`src/rtl/face_fetcher_pkg.sv`:
```
// Shared types for the face ROM read path: face word, face index and fetch FSM states.
package face_fetcher_pkg;

  localparam int FACE_CNT_DEFAULT = 92;
  localparam int FACE_IDX_W       = $clog2(FACE_CNT_DEFAULT);

  typedef logic [FACE_IDX_W-1:0] FaceIdx_t;

  // One triangle: three packed vertex words as stored in the face ROM.
  typedef struct packed {
    logic [31:0] v0;
    logic [31:0] v1;
    logic [31:0] v2;
  } Face_t;

  typedef enum logic [1:0] {
    IDLE   = 2'd0,
    STREAM = 2'd1,
    DRAIN  = 2'd2
  } FetchState_t;

  // Index width that stays legal for a single-entry ROM.
  function automatic int idx_width(input int cnt);
    return (cnt > 1) ? $clog2(cnt) : 1;
  endfunction

endpackage

```
`src/rtl/face_skid_buffer.sv`:
```
// Two-entry FIFO skid buffer with push/pop, flush and occupancy; payload width is generic
// so the same block can carry faces or ray results.
module face_skid_buffer #(
  parameter int W = 8
) (
  input  logic         clk,
  input  logic         rst_n,
  input  logic         i_flush,
  input  logic         i_push,
  input  logic [W-1:0] i_data,
  input  logic         i_pop,
  output logic [W-1:0] o_data,
  output logic         o_valid,
  output logic [1:0]   o_occ
);

  logic [W-1:0] r_mem [2];
  logic         r_rd_ptr;
  logic         r_wr_ptr;
  logic [1:0]   r_count;
  logic         w_pop;
  logic         w_push;

  assign w_pop  = i_pop && (r_count != 2'd0);
  // A push into a full buffer is only taken when the same edge frees a slot.
  assign w_push = i_push && ((r_count != 2'd2) || w_pop);

  always_ff @(posedge clk or negedge rst_n) begin
    if (!rst_n) begin
      r_mem[0] <= '0;
      r_mem[1] <= '0;
      r_rd_ptr <= 1'b0;
      r_wr_ptr <= 1'b0;
      r_count  <= 2'd0;
    end else if (i_flush) begin
      r_rd_ptr <= 1'b0;
      r_wr_ptr <= 1'b0;
      r_count  <= 2'd0;
    end else begin
      if (w_push) begin
        r_mem[r_wr_ptr] <= i_data;
        r_wr_ptr        <= ~r_wr_ptr;
      end
      if (w_pop) begin
        r_rd_ptr <= ~r_rd_ptr;
      end
      unique case ({w_push, w_pop})
        2'b10:   r_count <= r_count + 2'd1;
        2'b01:   r_count <= r_count - 2'd1;
        default: r_count <= r_count;
      endcase
    end
  end

  assign o_data  = r_mem[r_rd_ptr];
  assign o_valid = (r_count != 2'd0);
  assign o_occ   = r_count;

endmodule

```
`src/rtl/face_fetcher.sv`:
```
// Walks the face ROM once per start and streams faces in index order over valid/ready.
// Optional FACE_FETCH_ABORT_EN adds an abort input that cancels the current pass.
module face_fetcher
  import face_fetcher_pkg::*;
#(
  parameter int  FACE_CNT = FACE_CNT_DEFAULT,
  parameter int  ROM_LAT  = 1,
  localparam int IDX_W    = idx_width(FACE_CNT)
) (
  input  logic             clk,
  input  logic             rst_n,
  input  logic             start,
`ifdef FACE_FETCH_ABORT_EN
  input  logic             abort,
`endif
  output logic             busy,
  output logic [IDX_W-1:0] face_cntr,
  input  Face_t            rom_face_data,
  output logic             face_valid,
  input  logic             face_ready,
  output Face_t            face_out,
  output logic [IDX_W-1:0] face_idx,
  output logic             face_last,
  output logic             done,
  output FetchState_t      dbg_state
);

  // Handshake: a face transfers on every edge where face_valid && face_ready; while
  // face_valid is high and face_ready low, face_out/face_idx/face_last hold steady.

  localparam logic [IDX_W-1:0] LAST_IDX = IDX_W'(FACE_CNT - 1);
  localparam int               ENTRY_W  = $bits(Face_t) + IDX_W;

  generate
    if (ROM_LAT != 1) begin : g_rom_lat_check
      $error("face_fetcher supports ROM_LAT == 1 only");
    end
  endgenerate

  FetchState_t        r_state;
  FetchState_t        w_state_nxt;
  logic [IDX_W-1:0]   r_face_cntr;
  logic               r_inflight;
  logic [IDX_W-1:0]   r_inflight_idx;
  logic               w_issue;
  logic               w_pop;
  logic               w_abort;
  logic               w_drained;
  logic               w_done;
  logic [2:0]         w_fill;
  logic [1:0]         w_occ;
  logic               w_fifo_valid;
  logic [ENTRY_W-1:0] w_fifo_data;

`ifdef FACE_FETCH_ABORT_EN
  assign w_abort = abort && (r_state != IDLE);
`else
  assign w_abort = 1'b0;
`endif

  assign w_pop     = w_fifo_valid && face_ready;
  // Entries the buffer will hold once the current read lands and the current pop leaves.
  assign w_fill    = {1'b0, w_occ} + {2'b00, r_inflight} - {2'b00, w_pop};
  assign w_issue   = (r_state == STREAM) && (w_fill < 3'd2) && !w_abort;
  assign w_drained = (w_occ == 2'd0) && !r_inflight;

  always_ff @(posedge clk or negedge rst_n) begin
    if (!rst_n) begin
      r_state <= IDLE;
    end else begin
      r_state <= w_state_nxt;
    end
  end

  always_comb begin
    w_state_nxt = r_state;
    w_done      = 1'b0;
    unique case (r_state)
      IDLE: begin
        if (start) begin
          w_state_nxt = STREAM;
        end
      end
      STREAM: begin
        if (w_abort || (w_issue && (r_face_cntr == LAST_IDX))) begin
          w_state_nxt = DRAIN;
        end
      end
      DRAIN: begin
        if (w_drained) begin
          w_done      = 1'b1;
          w_state_nxt = IDLE;
        end
      end
      default: w_state_nxt = IDLE;
    endcase
  end

  // The address saturates at the last face so DRAIN holds it there.
  always_ff @(posedge clk or negedge rst_n) begin
    if (!rst_n) begin
      r_face_cntr <= '0;
    end else if (w_abort || ((r_state == IDLE) && start)) begin
      r_face_cntr <= '0;
    end else if (w_issue && (r_face_cntr != LAST_IDX)) begin
      r_face_cntr <= r_face_cntr + IDX_W'(1);
    end
  end

  always_ff @(posedge clk or negedge rst_n) begin
    if (!rst_n) begin
      r_inflight     <= 1'b0;
      r_inflight_idx <= '0;
    end else begin
      r_inflight <= w_issue;
      if (w_issue) begin
        r_inflight_idx <= r_face_cntr;
      end
    end
  end

  face_skid_buffer #(
    .W (ENTRY_W)
  ) u_skid (
    .clk     (clk),
    .rst_n   (rst_n),
    .i_flush (w_abort),
    .i_push  (r_inflight),
    .i_data  ({rom_face_data, r_inflight_idx}),
    .i_pop   (w_pop),
    .o_data  (w_fifo_data),
    .o_valid (w_fifo_valid),
    .o_occ   (w_occ)
  );

  assign {face_out, face_idx} = w_fifo_data;
  assign face_valid = w_fifo_valid;
  assign face_last  = w_fifo_valid && (face_idx == LAST_IDX);
  assign face_cntr  = r_face_cntr;
  assign busy       = (r_state != IDLE);
  assign done       = w_done;
  assign dbg_state  = r_state;

endmodule
```
`config.mk`:
```
export PLATFORM = sky130hd
export DESIGN_NAME = face_fetcher
export DESIGN_NICKNAME = d
export VERILOG_FILES = /design/src/rtl/face_fetcher_pkg.sv /design/src/rtl/face_skid_buffer.sv /design/src/rtl/face_fetcher.sv
export SDC_FILE = /design/constraint.sdc
export NUM_CORES = 1
export LEC_CHECK = 0
export BUFFER_PORTS_ARGS = -buffer_cell sky130_fd_sc_hd__buf_4
export CORE_ASPECT_RATIO = 1.4
export CORE_MARGIN = 2
export CORE_UTILIZATION = 50
export CTS_CLUSTER_SIZE = 20
export DETAILED_ROUTE_END_ITERATION = 10
export GPL_TIMING_DRIVEN = 1
export PLACE_DENSITY = 0.79
export RECOVER_POWER = 100
export SLEW_MARGIN = 20
export SYNTH_ARGS = -nofsm -noshare
export SYNTH_HDL_FRONTEND = slang
export SYNTH_SLANG_ARGS = --single-unit
```
`constraint.sdc`:
```
create_clock -name clk -period 2.6 [get_ports clk]
set_input_delay 0.52 -clock clk [delete_from_list [all_inputs] [get_ports clk]]
set_output_delay 0.52 -clock clk [all_outputs]
set_load 0.03 [all_outputs]
```
==> results of run 1 <==
## kinds of logic (layout without fill, tap and decap cells)
family	count (synthesis)	in the layout	share of synthesized area, %
AO/OA/AOI/OAI	12	12	1.07
buffers and inverters	42	287	2.55
flip-flops	227	227	55.7
AND/OR/NAND/NOR	57	57	2.60
adder cells (fa/ha/maj)	4	4	0.564
XOR/XNOR	9	9	0.773
multiplexers	310	310	36.8
## worst max path at each step
stage	startpoint	end	slack [ns]	cells past startpoint
finish	u_skid.r_rd_ptr	face_last	0.09	5
global route	u_skid.r_rd_ptr	face_last	0.005	5
CTS	u_skid.r_rd_ptr	face_last	0.03	5
detailed placement	face_ready	face_cntr[3]	-0.04	10
global placement	face_ready	face_cntr[3]	-0.03	10
floorplan	u_skid.o_occ[1]	face_cntr[1]	-0.06	12
## final cells by class
class	instances	area, sq um
Clock buffer	33	633
Clock inverter	4	20.0
Fill cell	1632	7570
Inverter	6	30.0
Multi-Input combinational cell	392	4040
Sequential cell	227	5690
Tap cell	252	315
Timing Repair Buffer	244	1620
## layer usage
metal	wire length, um	up-vias	part of all wire (%)
met5	0	-	0
met4	588	0	2.7
met3	887	35	4.1
met2	11100	147	52
met1	8790	3116	41
li1	-	2817	-
## worst max-delay path, stage by stage (launching register included)
cell	delay (ns)
dfrtp_4	0.53
nand2b_1	0.18
nor4b_1	0.29
a21oi_1	0.12
nor3_2	0.17
buf_4	0.19
## where the power goes
part | switching, uW | internal (uW) | total, uW | leakage (uW)
Sequential | 884 | 5240 | 6130 | 0.00274
Clock | 1300 | 1680 | 2980 | 0.000323
Combinational | 5150 | 4110 | 9260 | 0.00258
## registers in the layout, indices dropped and copies added (netlist names)
name             flops
face_cntr            7
r_inflight           1
u_skid.r_wr_ptr      1
u_skid.r_mem       206
u_skid.o_occ         2
r_inflight_idx       7
u_skid.r_rd_ptr      1
dbg_state            2
## layout by cell type, fill, tap and decap left out, types with 3 or more instances in the layout
| cell type | instances |
|---|---|
| o21ai_0 | 4 |
| buf_2 | 8 |
| clkbuf_2 | 37 |
| buf_6 | 3 |
| clkbuf_16 | 23 |
| nand2_1 | 26 |
| mux2_2 | 238 |
| nor3_1 | 3 |
| clkinv_2 | 4 |
| inv_1 | 3 |
| mux2_4 | 7 |
| buf_4 | 140 |
| dfrtp_1 | 225 |
| mux2_1 | 64 |
| nand3_1 | 3 |
| clkbuf_1 | 49 |
| clkbuf_4 | 12 |
| xnor2_1 | 7 |
| nor2_1 | 8 |
## repair_timing
action	in CTS	in global routing
setup endpoints to repair	31	2
cloned	1	0
buffers inserted	1	0
hold buffers	1	0
resized for setup	2	1
hold endpoints to repair	60	0
pin swaps	0	1
## per-stage QoR
stage / cells / hold WS [ns] / worst slack (ns) / total power (uW) / cell area [sq um]
final: 1158 / 0.248 / 0.0870 / 18400 / 12300
after global routing: 1158 / 0.233 / 0.00548 / 19400 / 12300
after CTS: 1158 / 0.237 / 0.0269 / 19900 / 13000
after detailed placement: 1118 / 0.484 / -0.0390 / 16700 / 12200
after global placement: 1118 / 0.481 / -0.0321 / 16500 / 12200
after floorplan: 661 / 0.224 / -0.0588 / 13400 / 10300
==> run summary, run 1 <==
==================================================================================
Leakage .............................................................   0.00565 uW
Global placer's final weighted congestion ...........................        0.804
Overall die width ...................................................       125 um
Final worst clock skew ..............................................    0.0101 ns
Global routing met1 resource utilization ............................        24.2%
Startpoint type of the worst setup path .............................     register
Outcome ............................................................. finished, violations left
Total wirelength of the detailed-routed design ......................     21400 um
Start point of the worst min-delay path ............................. rom_face_data[73]
FF-to-FF End ........................................................ face_cntr[1]
Detail-routed via count per cell ....................................         5.28
Number of nets in the synthesized netlist ...........................          765
Clock period minus worst slack ......................................      2.51 ns
Final antenna diode count ...........................................            0
Sum of negative setup slack .........................................         0 ns
Reg-to-reg critical path startpoint ................................. u_skid.o_occ[0]
Wire length of the first global-routing pass ........................     35200 um
Relative max-transition margin ......................................       -10.2%
Cell Pwr Density .................................................... 1490 nW/um^2
Number of clock sinks seen by CTS ...................................          227
Port-buffer cells ...................................................          215
Number of synthesized register bits .................................          227
Endpoint, Worst Hold ................................................ u_skid.r_mem[183]
Required @ worst endpoint ...........................................      2.08 ns
Routing usage on met2 ...............................................        35.7%
CTS root buf ........................................................    clkbuf_16
Slew Limit Fails ....................................................           66
Pin count of the biggest net entering global routing ................           66
Slack of the worst reg-to-reg path ..................................      0.14 ns
Critical setup path kind ............................................ register to output port
Post-Syn Area per Cell ..............................................   15.4 sq um
Ratio of cells with drive above 1 in the final layout ...............        53.9%
Clock Pin Slew Worst Setup and Hold Paths ...........................      0.06 ns
Most common flop cell mapped by yosys ...............................      dfrtp_1
Gate Count Post-Synth ...............................................          661
Crit path arrival time ..............................................      1.99 ns
I/O pin cnt .........................................................          216
Hpwl dp .............................................................     14300 um
Maximum VDD drop ....................................................     0.989 mV
Unrepaired setup endpoints after global routing .....................        false
Routed vias .........................................................         6115
Post-route DRC violation count ......................................            0
Floorplan die height ................................................       173 um
Setup-violating endpoint count in the final report ..................            0
Site Rows ...........................................................           61
Slew at the pin with the worst max-slew slack .......................      1.65 ns
DRT iter0 DRCs ......................................................          248
Share of synthesized registers carrying an async set or reset .......         100%
Router iterations before antenna repair .............................            4
Core Box Area .......................................................  19900 sq um
Largest buffer count on any clock path ..............................            3
Die Footprint .......................................................  21600 sq um
Number of distinct library cells after synthesis ....................           37
Share of the cycle needed by the critical path after routing ........        96.7%
Fin util ............................................................        62.0%
Number of stages on the worst hold path .............................            2
Reg2reg path depth ..................................................           11
Number of antenna violations at the first check in global routing ...            0
Warnings from Yosys .................................................            0
Final Hold Fails ....................................................            0
Total global routing track utilization ..............................        19.8%
Hold Path Class ..................................................... input pin to register
Via count of the first global-routing pass ..........................         6782
Peak clock frequency supported by timing ............................    0.398 GHz
Number of maximum-capacitance constraint violations .................            1
DR WL/cell ..........................................................      18.5 um
Antenna-violating nets left .........................................            0
Met3 Usage GRT ......................................................        3.28%
EDFF count, synth ...................................................            0
CP Capture Type .....................................................  output port
Largest fanout of any net on the critical path ......................            6
Cell with the most instances after synthesis ........................       mux2_2
Insertion delay to the later sink of the worst-skew pair ............      0.50 ns
Grt total ovfl ......................................................            0
Post-synth top cells ................................................ 239 x mux2_2, 227 x dfrtp_1, 70 x mux2_4
Number of CTS-inserted buffers ......................................           23
Signed area change from the synthesized netlist to the final layout .        21.0%
Most Crowded Layer GR ...............................................         met2
CTS tree ............................................................        built
Post-synthesis cell type with the largest combined area .............      dfrtp_1
Deepest level of the CTS H-tree .....................................            1
Number of nets in the layout ........................................          998
Initial cell density of the core ....................................        51.2%
Sequential area share after synthesis ...............................        55.7%
Mapped cell area ....................................................  10200 sq um
Yosys top cell area share ...........................................        55.7%
Failing checks ...................................................... max-capacitance violations, max-slew violations
Leading post-synthesis cells by cell area ........................... dfrtp_1 56%, mux2_2 26%, mux2_4 10%
==================================================================================
(Power assumes the default switching activity.)
==> run 2: changes to the inputs <==
--- a/config.mk
+++ b/config.mk
@@ -8,11 +8,11 @@
 export BUFFER_PORTS_ARGS = -buffer_cell sky130_fd_sc_hd__buf_4
 export CORE_ASPECT_RATIO = 1.4
 export CORE_MARGIN = 2
-export CORE_UTILIZATION = 50
+export CORE_UTILIZATION = 55
 export CTS_CLUSTER_SIZE = 20
 export DETAILED_ROUTE_END_ITERATION = 10
 export GPL_TIMING_DRIVEN = 1
-export PLACE_DENSITY = 0.79
+export PLACE_DENSITY = 0.82
 export RECOVER_POWER = 100
 export SLEW_MARGIN = 20
 export SYNTH_ARGS = -nofsm -noshare
==> constraint.sdc (replaced) <==
create_clock -name clk -period 2.9 [get_ports clk]
set_input_delay 0.58 -clock clk [delete_from_list [all_inputs] [get_ports clk]]
set_output_delay 0.58 -clock clk [all_outputs]
set_load 0.03 [all_outputs]
==> run summary, run 2 (same netlist as run 1, synthesis figures left out) <==
==================================================================================
Kind of cell adding the most delay to the critical path ............. simple AND/OR/NAND/NOR gates
Unrepaired setup endpoints after global routing .....................        false
FF-to-FF End ........................................................ face_cntr[1]
Initial cell density of the core ....................................        56.5%
Setup-violating endpoint count in the final report ..................            0
Routed length on met3 ...............................................      1150 um
Final Hold Fails ....................................................            0
Final worst clock skew ..............................................    0.0111 ns
Internal power contribution .........................................     10000 uW
Number of maximum-capacitance constraint violations .................            1
Slew Limit Fails ....................................................           75
CP Capture Type .....................................................     register
Number of nets in the layout ........................................          991
DRT iter0 DRCs ......................................................          294
Final worst setup slack .............................................     0.131 ns
Peak clock frequency supported by timing ............................    0.361 GHz
Routed vias .........................................................         6254
Largest buffer count on any clock path ..............................            3
Deepest level of the CTS H-tree .....................................            1
Leakage .............................................................   0.00570 uW
Most common cell after layout, fill and taps aside ..................       mux2_2
Wire length of the first global-routing pass ........................     36500 um
Largest Register .................................................... u_skid.r_mem
Detail-routed via count per cell ....................................         5.47
Required @ worst endpoint ...........................................      3.28 ns
Total wirelength of the detailed-routed design ......................     22500 um
Cell Pwr Density .................................................... 1360 nW/um^2
Crit path arrival time ..............................................      3.15 ns
Core Box Area .......................................................  18100 sq um
Number of antenna violations at the first check in global routing ...            0
Via count of the first global-routing pass ..........................         7122
Share of the cycle needed by the critical path after routing ........        95.5%
Number of CTS-inserted buffers ......................................           23
Site Rows ...........................................................           58
Insertion delay to the later sink of the worst-skew pair ............      0.50 ns
I/O pin cnt .........................................................          216
Ratio of cells with drive above 1 in the final layout ...............        54.1%
Hold Path Class ..................................................... input pin to register
Clock period minus worst slack ......................................      2.77 ns
Met2 layer wire length in the routed design .........................     12000 um
Slack of the worst reg-to-reg path ..................................      0.13 ns
Reg2reg path depth ..................................................           11
Relative contribution of the clock network to total power ...........        18.7%
Post-route DRC violation count ......................................            0
Floorplan die height ................................................       165 um
CP max-delay cell ...................................................         fa_1
CTS root buf ........................................................    clkbuf_16
Max FFs per register ................................................          206
Chain of cells forming the critical path ............................ inv_2 > nand2_2 > and2_1 > ha_1 > nand2b_1 > fa_1 > nand3b_1 > or2_4 > inv_2 > nand2_1 > mux2_2
Buf/Inv on CP .......................................................            2
Reg power frac ......................................................        33.1%
Slew at the pin with the worst max-slew slack .......................      2.03 ns
Overall die width ...................................................       119 um
Worst slack, placed .................................................    0.0504 ns
Failing checks ...................................................... max-capacitance violations, max-slew violations
Number of hold buffers added after CTS ..............................            0
Global placer's final weighted congestion ...........................        0.888
Number of stages on the worst hold path .............................            2
Total global routing track utilization ..............................        23.2%
Start point of the worst min-delay path ............................. rom_face_data[82]
Outcome ............................................................. finished, violations left
Pin count of the biggest net entering global routing ................           77
Uppermost signal routing layer after detailed routing ...............         met4
Clock Pin Slew Worst Setup and Hold Paths ...........................      0.06 ns
Number of clock sinks seen by CTS ...................................          227
CP most frequent cell ...............................................        inv_2
Critical setup path kind ............................................ register to register
Net switching share of the total power ..............................        40.1%
Signed area change from the synthesized netlist to the final layout .        21.1%
Die Footprint .......................................................  19700 sq um
Final antenna diode count ...........................................            0
Most used cells in the layout excluding fill and tap cells .......... 232 x mux2_2, 225 x dfrtp_1, 112 x buf_4
Hpwl dp .............................................................     15700 um
Relative contribution of combinational cells to total power .........        48.2%
CTS tree ............................................................        built
Net Switching .......................................................      6720 uW
Antenna-violating nets left .........................................            0
Reg-to-reg critical path startpoint ................................. u_skid.o_occ[1]
Grt total ovfl ......................................................            0
DR WL/cell ..........................................................      19.7 um
Startpoint type of the worst setup path .............................     register
Endpoint, Worst Hold ................................................ u_skid.r_mem[192]
CP max stage delay ..................................................      0.49 ns
Hold Slack ..........................................................     0.303 ns
Post-Route M1 WL ....................................................      8280 um
Maximum VDD drop ....................................................     0.878 mV
Sum of negative setup slack .........................................         0 ns
Largest fanout of any net on the critical path ......................            5
Relative max-transition margin ......................................       -35.3%
Port-buffer cells ...................................................          215
Router iterations before antenna repair .............................            4
==================================================================================
run 2: cell count changes in the layout (fill, tap and decap cells not counted), sizes merged:
cell / previous run / this run
clkbuf: 123 / 143
dlygate4sd3: 1 / 0
bufbuf: 1 / 0
bufinv: 0 / 3
buf: 152 / 127
clkinv: 4 / 5
inv: 6 / 7
run 2: timing repair:
action,4_1_cts,5_1_grt
setup endpoints to repair,0,4
buffers inserted,0,1
resized for setup,0,3
run 2: power groups by stage:
stage | Combinational (uW) | Sequential, uW | Clock, uW
floorplan | 6610 | 5340 | 0
global placement | 9160 | 5440 | 0
detailed placement | 9380 | 5610 | 0
CTS | 9440 | 5570 | 3200
global route | 8600 | 5710 | 3340
finish | 8090 | 5550 | 3130
run 2: worst register-to-register path: stages (launching register included):
cell and delay [ns]:
dfrtp_2 0.44, inv_2 0.08, nand2_2 0.08, and2_1 0.22, ha_1 0.30, nand2b_1 0.16
fa_1 0.49, nand3b_1 0.15, or2_4 0.29, inv_2 0.07, nand2_1 0.08, mux2_2 0.29
run 2: final cells by class:
type / instances / area (sq um)
sequential: 227 / 5690
clock inverter: 9 / 135
clock buffer: 33 / 683
inverter: 6 / 22.5
multi-input combinational: 392 / 3990
fill: 1382 / 5720
timing repair buffer: 237 / 1530
tap: 240 / 300
run 2: stage by stage:
step | std cells | total power (uW) | cell area (sq um) | util (%)
after detailed placement | 1101 | 15000 | 12200 | 67.3
final | 1144 | 16800 | 12400 | 68.4
after floorplan | 661 | 12000 | 10200 | -
after global routing | 1144 | 17700 | 12400 | 68.4
after global placement | 1101 | 14600 | 12200 | 67.3
after CTS | 1143 | 18200 | 13000 | 71.9
run 2: worst max path at each step:
stage	slack [ns]	cells after the start	endpoint	start
after floorplan	0.004	12	face_cntr[1]	u_skid.o_occ[0]
after global placement	0.12	10	face_cntr[1]	face_ready
after detailed placement	0.05	10	face_cntr[1]	face_ready
after CTS	0.12	11	face_cntr[1]	u_skid.o_occ[1]
after global routing	0.02	11	face_cntr[1]	u_skid.o_occ[1]
final	0.13	11	face_cntr[1]	u_skid.o_occ[1]
run 2: metal layers:
layer / vias up / track usage (%)
li1: 2794 / -
met1: 3177 / 26.9
met2: 213 / 42.5
met3: 70 / 3.85
met4: 0 / 9.90
met5: - / 0
==> run 3: changes to the inputs <==
--- a/config.mk
+++ b/config.mk
@@ -5,7 +5,7 @@
 export SDC_FILE = /design/constraint.sdc
 export NUM_CORES = 1
 export LEC_CHECK = 0
-export BUFFER_PORTS_ARGS = -buffer_cell sky130_fd_sc_hd__buf_4
+export BUFFER_PORTS_ARGS = -buffer_cell sky130_fd_sc_hd__buf_2
 export CORE_ASPECT_RATIO = 1.4
 export CORE_MARGIN = 2
 export CORE_UTILIZATION = 55
==> run summary, run 3 (same netlist as run 1, synthesis figures left out) <==
==================================================================================
Outcome ............................................................. finished, violations left
Failing checks ...................................................... max-capacitance violations, max-slew violations
CP max stage delay ..................................................      0.50 ns
Non-Filler Instances ................................................         1138
Crit path arrival time ..............................................      3.13 ns
Via count of the first global-routing pass ..........................         6703
Hpwl dp .............................................................     13900 um
Core Box Area .......................................................  18100 sq um
Largest fanout of any net on the critical path ......................            5
Share of the cycle needed by the critical path after routing ........        95.1%
Port-buffer cells ...................................................          215
Post-route design area ..............................................  11800 sq um
Sequential cell area ................................................   5690 sq um
Maximum VDD drop ....................................................     0.882 mV
Largest Register .................................................... u_skid.r_mem
DRT iter0 DRCs ......................................................          257
Antenna-violating nets left .........................................            0
Max FFs per register ................................................          206
Fin util ............................................................        65.3%
Initial cell density of the core ....................................        56.5%
Sum of negative setup slack .........................................         0 ns
Critical setup path kind ............................................ register to register
Number of maximum-capacitance constraint violations .................            1
Ratio of cells with drive above 1 in the final layout ...............        44.2%
Buf/Inv on CP .......................................................            2
Origin of the worst setup path ...................................... u_skid.o_occ[1]
Most used cells in the layout excluding fill and tap cells .......... 236 x mux2_2, 225 x dfrtp_1, 120 x clkbuf_1
Grt total ovfl ......................................................            0
Clock period minus worst slack ......................................      2.76 ns
Number of antenna violations at the first check in global routing ...            1
Count of fill cells added during filler insertion ...................         1436
Number of cells in the design after placement .......................         1095
Slack of the worst reg-to-reg path ..................................      0.14 ns
Peak clock frequency supported by timing ............................    0.363 GHz
Final worst clock skew ..............................................    0.0102 ns
Number of hold buffers added after CTS ..............................            0
Reg2reg path depth ..................................................           11
Unrepaired setup endpoints after global routing .....................        false
Worst slack, placed .................................................    0.0657 ns
Required @ worst endpoint ...........................................      3.27 ns
Number of clock sinks seen by CTS ...................................          227
Floorplan die height ................................................       165 um
Number of CTS-inserted buffers ......................................           23
Router iterations before antenna repair .............................            4
Total wirelength of the detailed-routed design ......................     20900 um
Site Rows ...........................................................           58
Post-route DRC violation count ......................................            0
CTS tree ............................................................        built
Uppermost signal routing layer after detailed routing ...............         met4
Slew at the pin with the worst max-slew slack .......................      1.82 ns
Total global routing track utilization ..............................        21.2%
I/O pin cnt .........................................................          216
Global placer's final weighted congestion ...........................        0.820
Detail-routed via count per cell ....................................         5.41
Overall die width ...................................................       119 um
Signed area change from the synthesized netlist to the final layout .        15.6%
Pin count of the biggest net entering global routing ................           76
Insertion delay to the later sink of the worst-skew pair ............      0.50 ns
DR WL/cell ..........................................................      18.4 um
FF-to-FF End ........................................................ face_cntr[1]
Last element of the critical path ................................... face_cntr[1]
Cell area after placement ...........................................  11600 sq um
CTS root buf ........................................................    clkbuf_16
Most common cell after layout, fill and taps aside ..................       mux2_2
Kind of cell adding the most delay to the critical path ............. simple AND/OR/NAND/NOR gates
Final worst setup slack .............................................     0.142 ns
Routed length on met3 ...............................................       978 um
Chain of cells forming the critical path ............................ inv_4 > nand2_2 > and2_1 > ha_1 > nand2b_1 > fa_1 > nand3b_1 > or2_1 > inv_2 > nand2_1 > mux2_2
CP Depth ............................................................           11
Number of nets in the layout ........................................          986
Startpoint type of the worst setup path .............................     register
Post-Route M1 WL ....................................................      8320 um
Setup-violating endpoint count in the final report ..................            0
Final Hold Fails ....................................................            0
Routed vias .........................................................         6157
Multi-input combinational cell area .................................   4010 sq um
Slew Limit Fails ....................................................           76
Deepest level of the CTS H-tree .....................................            1
Cell Pwr Density .................................................... 1360 nW/um^2
Wire length of the first global-routing pass ........................     33600 um
Relative max-transition margin ......................................       -21.2%
Die Footprint .......................................................  19700 sq um
Hold Path Class ..................................................... input pin to register
Leakage .............................................................   0.00524 uW
Clock Pin Slew Worst Setup and Hold Paths ...........................      0.06 ns
Met2 layer wire length in the routed design .........................     11000 um
Largest buffer count on any clock path ..............................            3
Reg-to-reg critical path startpoint ................................. u_skid.o_occ[1]
CP Capture Type .....................................................     register
CP max-delay cell ...................................................         fa_1
==================================================================================
==> run 3: cell types whose count changed in the layout (fill, tap and decap cells not counted), sizes merged <==
cell	delta
clkinvlp	+1
buf	-17
clkbuf	+10
diode	+3
clkinv	-1
bufinv	-1
inv	-1
==> run 3: cell type report <==
type,instances,area share (%)
flip-flops and latches,227,48.2
clock inverters,7,0.742
multi-input cells,392,34.0
diodes,3,0.0636
repair buffers,232,9.07
inverters,6,0.212
clock buffers,31,5.22
well taps,240,2.54
==> run 3: metrics by stage <==
stage | hold slack [ns] | total power, uW
floorplan | 0.284 | 12000
global placement | 0.481 | 13800
detailed placement | 0.487 | 14100
CTS | 0.0543 | 17000
global route | 0.299 | 16900
finish | 0.314 | 16000
==> run 3: timing repair <==
item	4_1_cts	5_1_grt
gates resized for setup	0	3
buffers inserted	0	2
endpoints found under the setup margin	0	4
endpoints found under the hold margin	0	0
==> run 3: worst min path at each step <==
stage	start	to	slack, ns	cells past startpoint
5_1_grt	rom_face_data[46]	u_skid.r_mem[156]	0.30	2
3_5_place_dp	u_skid.r_mem[39]	u_skid.r_mem[39]	0.49	1
3_3_place_gp	u_skid.r_mem[7]	u_skid.r_mem[7]	0.48	1
4_1_cts	rst_n	u_skid.r_mem[68]	0.05	1
2_1_floorplan	rst_n	dbg_state[0]	0.28	0
6_report	rom_face_data[85]	u_skid.r_mem[195]	0.31	2
==> run 3: per-layer routing <==
metal / up-vias / global-route usage (%)
li1: 2792 / -
met1: 3163 / 25.7
met2: 161 / 38.1
met3: 41 / 3.61
met4: 0 / 7.47
met5: - / 0
==> run 3: report_power, final <==
group / total [uW] / switching, uW / internal, uW
logic: 7660 / 4580 / 3080
clock network: 2820 / 1160 / 1660
registers: 5520 / 816 / 4700
total: 16000 / 6560 / 9430
